## config.mk

```make
export PLATFORM = sky130hd
export DESIGN_NAME = bram_port_controller
export DESIGN_NICKNAME = d
export VERILOG_FILES = /design/src/rtl/bram_pkg.sv /design/src/rtl/bram_rsp_fifo.sv /design/src/rtl/bram_port_controller.sv
export SDC_FILE = /design/constraint.sdc
export NUM_CORES = 1
export LEC_CHECK = 0
export ABC_AREA = 1
export CAP_MARGIN = 20
export CORE_UTILIZATION = 41
export CTS_BUF_LIST = sky130_fd_sc_hd__clkbuf_4 sky130_fd_sc_hd__clkbuf_8
export CTS_CLUSTER_DIAMETER = 50
export DETAILED_ROUTE_END_ITERATION = 10
export HOLD_SLACK_MARGIN = 0.15
export PLACE_DENSITY = 0.75
export RECOVER_POWER = 25
export SETUP_SLACK_MARGIN = 0.5
export SLEW_MARGIN = 25
export SYNTH_ARGS = -nofsm -noshare
export SYNTH_HDL_FRONTEND = slang
export SYNTH_HIERARCHICAL = 1
export SYNTH_SLANG_ARGS = --single-unit
```

## constraint.sdc

```tcl
create_clock -name clk -period 6.5 [get_ports clk]
set_clock_uncertainty 0.2 [all_clocks]
set_input_delay 1.3 -clock clk [delete_from_list [all_inputs] [get_ports clk]]
set_output_delay 1.3 -clock clk [all_outputs]
set_load 0.1 [all_outputs]
```

## src/rtl/bram_pkg.sv

```systemverilog
// bram_pkg: shared constants, grant encoding and address-width helper for the BRAM port controller
//   DEFAULT_RAM_WIDTH / DEFAULT_RAM_DEPTH : default geometry of the attached single-port RAM
//   grant_t                               : which side won the last write/read conflict
//   addr_w()                              : address width for a given word count
package bram_pkg;
    localparam int DEFAULT_RAM_WIDTH = 16;
    localparam int DEFAULT_RAM_DEPTH = 1024;
    typedef enum logic {GRANT_WR, GRANT_RD} grant_t;
    function automatic int addr_w(input int depth);
        return (depth > 1) ? $clog2(depth) : 1;
    endfunction
endpackage

```

## src/rtl/bram_rsp_fifo.sv

```systemverilog
// bram_rsp_fifo: synchronous response FIFO holding read data until the consumer takes it
//   clk, rst_n          : clock and synchronous active-low reset
//   push, push_data     : enqueue one word
//   pop, pop_data       : dequeue the head word; pop_data is the current head
//   count, empty, full  : occupancy status
module bram_rsp_fifo
    import bram_pkg::*;
#(
    parameter int WIDTH = DEFAULT_RAM_WIDTH,
    parameter int DEPTH = 4,
    localparam int PTR_W = $clog2(DEPTH),
    localparam int CNT_W = PTR_W + 1
) (
    input  logic             clk,
    input  logic             rst_n,
    input  logic             push,
    input  logic [WIDTH-1:0] push_data,
    input  logic             pop,
    output logic [WIDTH-1:0] pop_data,
    output logic [CNT_W-1:0] count,
    output logic             empty,
    output logic             full
);
    logic [WIDTH-1:0] mem_q [DEPTH];
    logic [WIDTH-1:0] mem_d [DEPTH];
    logic [PTR_W-1:0] wr_ptr_q, wr_ptr_d, rd_ptr_q, rd_ptr_d;
    logic [CNT_W-1:0] count_q, count_d;
    logic             do_push, do_pop;

    always_comb begin
        empty    = (count_q == '0);
        full     = (count_q == CNT_W'(DEPTH));
        do_pop   = pop && !empty;
        // a pop on the same edge frees the slot a full FIFO is pushing into
        do_push  = push && (!full || do_pop);
        mem_d    = mem_q;
        if (do_push) mem_d[wr_ptr_q] = push_data;
        wr_ptr_d = wr_ptr_q + PTR_W'(do_push);
        rd_ptr_d = rd_ptr_q + PTR_W'(do_pop);
        count_d  = count_q + CNT_W'(do_push) - CNT_W'(do_pop);
        pop_data = mem_q[rd_ptr_q];
        count    = count_q;
    end

    always_ff @(posedge clk) begin
        if (!rst_n) begin
            for (int i = 0; i < DEPTH; i++) mem_q[i] <= '0;
            wr_ptr_q <= '0;
            rd_ptr_q <= '0;
            count_q  <= '0;
        end else begin
            mem_q    <= mem_d;
            wr_ptr_q <= wr_ptr_d;
            rd_ptr_q <= rd_ptr_d;
            count_q  <= count_d;
        end
    end
endmodule

```

## src/rtl/bram_port_controller.sv

```systemverilog
// bram_port_controller: arbitrates write and read requests onto a single-port RAM with a credited response FIFO
//   clk, rst_n                          : clock and synchronous active-low reset
//   wr_valid/wr_ready, wr_addr, wr_data : write request handshake
//   rd_valid/rd_ready, rd_addr          : read request handshake
//   rsp_valid/rsp_ready, rsp_data       : read response handshake, in request order
//   ram_write_enable, ram_read_enable   : registered RAM strobes, never both high
//   ram_address, ram_data_in            : registered RAM address and write data
//   ram_data_out                        : registered RAM read data
module bram_port_controller
    import bram_pkg::*;
#(
    parameter int RAM_WIDTH = DEFAULT_RAM_WIDTH,
    parameter int RAM_DEPTH = DEFAULT_RAM_DEPTH,
    parameter int RSP_DEPTH = 4,
    localparam int ADDR_W = addr_w(RAM_DEPTH)
) (
    input  logic                 clk,
    input  logic                 rst_n,
    input  logic                 wr_valid,
    output logic                 wr_ready,
    input  logic [ADDR_W-1:0]    wr_addr,
    input  logic [RAM_WIDTH-1:0] wr_data,
    input  logic                 rd_valid,
    output logic                 rd_ready,
    input  logic [ADDR_W-1:0]    rd_addr,
    output logic                 rsp_valid,
    input  logic                 rsp_ready,
    output logic [RAM_WIDTH-1:0] rsp_data,
    output logic                 ram_write_enable,
    output logic                 ram_read_enable,
    output logic [ADDR_W-1:0]    ram_address,
    output logic [RAM_WIDTH-1:0] ram_data_in,
    input  logic [RAM_WIDTH-1:0] ram_data_out
);
    localparam int CNT_W  = $clog2(RSP_DEPTH) + 1;
    localparam int CRED_W = CNT_W + 1;

    grant_t                last_winner_q, last_winner_d;
    logic                  ram_write_enable_q, ram_write_enable_d;
    logic                  ram_read_enable_q, ram_read_enable_d;
    logic [ADDR_W-1:0]     ram_address_q, ram_address_d;
    logic [RAM_WIDTH-1:0]  ram_data_in_q, ram_data_in_d;
    logic                  cap_pending_q, cap_pending_d;
    logic [CNT_W-1:0]      rsp_count;
    logic                  rsp_empty, rsp_full;
    logic [CRED_W-1:0]     credits;
    logic                  pop, rd_eligible, conflict, wr_fire, rd_fire;

    bram_rsp_fifo #(.WIDTH(RAM_WIDTH), .DEPTH(RSP_DEPTH)) u_rsp_fifo (
        .clk       (clk),
        .rst_n     (rst_n),
        .push      (cap_pending_q),
        .push_data (ram_data_out),
        .pop       (pop),
        .pop_data  (rsp_data),
        .count     (rsp_count),
        .empty     (rsp_empty),
        .full      (rsp_full)
    );

    // Credits count every read still owed a FIFO slot: issued, being captured, or queued.
    // A same-cycle pop frees a slot, hence the intended rsp_ready -> rd_ready path.
    always_comb begin
        rsp_valid   = rst_n && !rsp_empty;
        pop         = rsp_valid && rsp_ready;
        credits     = CRED_W'(rsp_count) + CRED_W'(ram_read_enable_q)
                    + CRED_W'(cap_pending_q) - CRED_W'(pop);
        rd_eligible = !(rsp_full && !pop) && (credits < CRED_W'(RSP_DEPTH));
        conflict    = wr_valid && rd_valid && rd_eligible;
    end

    // Grant next-state: only a true conflict moves the fairness pointer.
    always_comb begin
        last_winner_d = conflict ? ((last_winner_q == GRANT_RD) ? GRANT_WR : GRANT_RD) : last_winner_q;
    end

    // Grant outputs: each ready looks only at the other side's valid.
    always_comb begin
        wr_ready = rst_n && !(rd_valid && rd_eligible && (last_winner_q == GRANT_WR));
        rd_ready = rst_n && rd_eligible && !(wr_valid && (last_winner_q == GRANT_RD));
        wr_fire  = wr_valid && wr_ready;
        rd_fire  = rd_valid && rd_ready;
    end

    always_comb begin
        ram_write_enable_d = wr_fire;
        ram_read_enable_d  = rd_fire;
        ram_address_d      = wr_fire ? wr_addr : (rd_fire ? rd_addr : ram_address_q);
        ram_data_in_d      = wr_fire ? wr_data : ram_data_in_q;
        cap_pending_d      = ram_read_enable_q;
    end

    always_ff @(posedge clk) begin
        if (!rst_n) begin
            last_winner_q      <= GRANT_RD;
            ram_write_enable_q <= 1'b0;
            ram_read_enable_q  <= 1'b0;
            ram_address_q      <= '0;
            ram_data_in_q      <= '0;
            cap_pending_q      <= 1'b0;
        end else begin
            last_winner_q      <= last_winner_d;
            ram_write_enable_q <= ram_write_enable_d;
            ram_read_enable_q  <= ram_read_enable_d;
            ram_address_q      <= ram_address_d;
            ram_data_in_q      <= ram_data_in_d;
            cap_pending_q      <= cap_pending_d;
        end
    end

    always_comb begin
        ram_write_enable = ram_write_enable_q;
        ram_read_enable  = ram_read_enable_q;
        ram_address      = ram_address_q;
        ram_data_in      = ram_data_in_q;
    end
endmodule

```

==> flow_metrics.env <==
export IMPL_status="complete, but fails checks"
export IMPL_violations="capacitance limit, slew limit"
export IMPL_synthDistinctLibCells=24
export IMPL_synth_top_area_cell="dfxtp_1"
export IMPL_syn_nets=923
export IMPL_fin_nets=986
export IMPL_die_h_um=119
export IMPL_cpMostUsedCell="nand2_1"
export IMPL_core_area_um2=13200
export IMPL_cts_hold_buf=0
export IMPL_area_delta_synth_final_pct=20.0
export IMPL_setup_viol=0
export IMPL_post_route_min_period_ps=5210
export IMPL_ant_nets=0
export IMPL_grt_max_degree=101
export IMPL_postRouteWirelength_um=13400
export IMPL_die_area_um2=14100
export IMPL_clkSlewWorstSetupHoldPaths_ps=90
export IMPL_hp_class="reg2reg"
export IMPL_cts_sinks=101
export IMPL_yosysSeqAreaShare_pct=36.3
export IMPL_first_pass_iters=5
export IMPL_synth_ff_type="dfxtp_1"
export IMPL_hold_end="cap_pending_q"
export IMPL_peakVddDrop_v=0.000126
export IMPL_fp_row_count=42
export IMPL_slew_headroom_pct=-112
export IMPL_yosys_top_cells_area="dfxtp_1, nand2_1, inv_1"
export IMPL_regArea_um2=2020
export IMPL_netlist_area_leader_share_pct=36.3
export IMPL_worst_slew_pin_transition_ps=3190
export IMPL_power_leakage_uw=0.00311
export IMPL_synthCells=857
export IMPL_crit_fanout=12
export IMPL_multi_input_area_um2=2510
export IMPL_vias=5211
export IMPL_synth_warnings=6
export IMPL_cts_resized=0
export IMPL_reg2reg_depth=18
export IMPL_grt_usage_pct=19.6
export IMPL_cts_tree="built"
export IMPL_num_io_pins=104
export IMPL_htreeDepth=3
export IMPL_synth_common_cells="nand2_1, inv_1, dfxtp_1, nand4_1, nor2_1"
export IMPL_cts_setup_buffers=0
export IMPL_setup_tns_final_ps=0
export IMPL_drc=0
export IMPL_cts_root_buf="clkbuf_8"
export IMPL_clk_path_buf_depth=2
export IMPL_antenna_found_initial=0
export IMPL_drv_cap=1
export IMPL_syn_avg_cell_area_um2=6.50
export IMPL_path_class="in2out"
export IMPL_critPathRequiredTime_ps=5000
export IMPL_hpwl_um=8100
export IMPL_grt_pass1_wl_um=22300
export IMPL_drt_wirelength_per_cell_um=12.2
export IMPL_place_congestion=0.775
export IMPL_num_antenna_cells=0
export IMPL_vias_per_cell=4.73
export IMPL_async_flop_share_pct=0
export IMPL_startpoint_type="input pin"
export IMPL_syn_area_um2=5570
export IMPL_drive_gt1_share_pct=8.11
export IMPL_first_global_vias=4628
export IMPL_final_max_slew_violation_count=74
export IMPL_fill_cells=1370
export IMPL_arrival_ps=3710
export IMPL_rsz0062_at_grt="false"
export IMPL_power_density_nw_per_um2=219
export IMPL_dr_first_iter_drc_count=431
export IMPL_crit_buf_inv=5
export IMPL_min_from="ram_read_enable"
export IMPL_floorplan_initialDensity_pct=42.1
export IMPL_clk_latency_ps=380
export IMPL_die_w_um=119
export IMPL_rr_startpoint="u_rsp_fifo/count[1]"
export IMPL_ff2ff_setup_slack_ps=2580
export IMPL_cp_end_kind="output port"
export IMPL_ys_seq_elements=101
export IMPL_cpMaxStageDelayCell="nand4_1"
export IMPL_cp_cell_sequence="clkdlybuf4s50_1, nand2_1, inv_1, ha_1, inv_1, ha_1, nand2_1, nand2_1, nand2_1, nand2_1, nand2_1, nand2_1, nand4_1, nand2_1, inv_1, buf_4"
export IMPL_io_buffers=103
export IMPL_numCtsBuffers=9
export IMPL_p_total_uw=1470
export IMPL_min_period_over_period_pct=80.1
export IMPL_fmax_mhz=192
export IMPL_slowest_delay_ps=420
export IMPL_yosysMostFrequentCell="nand2_1"
export IMPL_overflow=0
export IMPL_hold_path_cell_count=2
export IMPL_regToRegEndpoint="ram_data_in[14]"
export IMPL_synth_edff_count=0
export IMPL_hold_viol=0
export IMPL_cp_top_family="simple AND/OR/NAND/NOR gates"
==> placed cells by master, fill, tap and decap left out, drive strengths merged, types with 2 or more instances in the layout <==
master	n
dfxtp	101
clkdlybuf4s50	98
nand4	75
nand3	44
o21ai	17
clkinv	7
nor2	80
clkbuf	14
a21oi	63
dlygate4sd3	2
nand2	226
ha	8
inv	183
buf	3
==> cell families (layout without fill, tap and decap cells) <==
logic type                 count (synthesis)  in the layout  share of synthesized area, %
and+or+nand+nor                          426            426                          35.6
buffers and inverters                    241            309                          18.7
DFF                                      101            101                          36.3
AOI/OAI and AO/OA                         80             80                          7.25
adders and majority gates                  9              9                          2.15
==> per-layer routing <==
metal | track usage [%] | wire length [µm] | up-vias
li1 | - | - | 2755
met4 | 7.04 | 193 | 0
met5 | 0 | 0 | -
met3 | 5.07 | 1060 | 20
met1 | 24.9 | 6280 | 2259
met2 | 31.8 | 5890 | 177
==> flip-flops by register name, summed over array words and instances (netlist names) <==
register	cells
ram_write_enable	1
u_rsp_fifo/rd_ptr_q	2
last_winner_q	1
cap_pending_q	1
ram_data_in	16
u_rsp_fifo/mem_q	64
u_rsp_fifo/count	3
u_rsp_fifo/wr_ptr_q	2
ram_read_enable	1
ram_address	10
==> per-stage QoR <==
stage | std cells | utilization, % | hold WS (ps) | setup WS (ps) | instance area, µm²
floorplan | 857 | - | 267 | 707 | 5580
global placement | 1084 | 49.0 | 235 | 1320 | 6490
detailed placement | 1084 | 49.0 | 241 | 1280 | 6490
CTS | 1100 | 50.5 | 257 | 1270 | 6690
global route | 1101 | 50.5 | 286 | 1060 | 6690
finish | 1101 | 50.5 | 258 | 1290 | 6690
==> worst min-delay path, cell delays in order (launching register included) <==
cell and delay (ps):
dfxtp_1 330, nand2_1 70, inv_1 30
==> cell type report <==
cell class | count | share of cell area, %
Clock buffer | 11 | 2.08
Clock inverter | 5 | 0.898
Inverter | 187 | 10.5
Multi-Input combinational cell | 515 | 37.5
Sequential cell | 101 | 30.2
Tap cell | 176 | 3.29
Timing Repair Buffer | 106 | 15.5
==> how the worst max path moves through the flow <==
| stage | from | endpoint | slack, ps | cells after the start |
|---|---|---|---|---|
| 2_1_floorplan | rst_n | wr_ready | 710 | 17 |
| 3_3_place_gp | rsp_ready | wr_ready | 1320 | 15 |
| 3_5_place_dp | rsp_ready | wr_ready | 1280 | 15 |
| 4_1_cts | rsp_ready | wr_ready | 1270 | 15 |
| 5_1_grt | rsp_ready | wr_ready | 1060 | 16 |
| 6_report | rsp_ready | wr_ready | 1290 | 16 |
==> power by group <==
| part | switching (µW) | internal (µW) | total (µW) |
|---|---|---|---|
| sequential | 14.5 | 643 | 658 |
| clock | 228 | 188 | 417 |
| combinational | 282 | 109 | 391 |
| total | 525 | 940 | 1470 |
No activity file was read; power rests on OpenSTA's default activity.
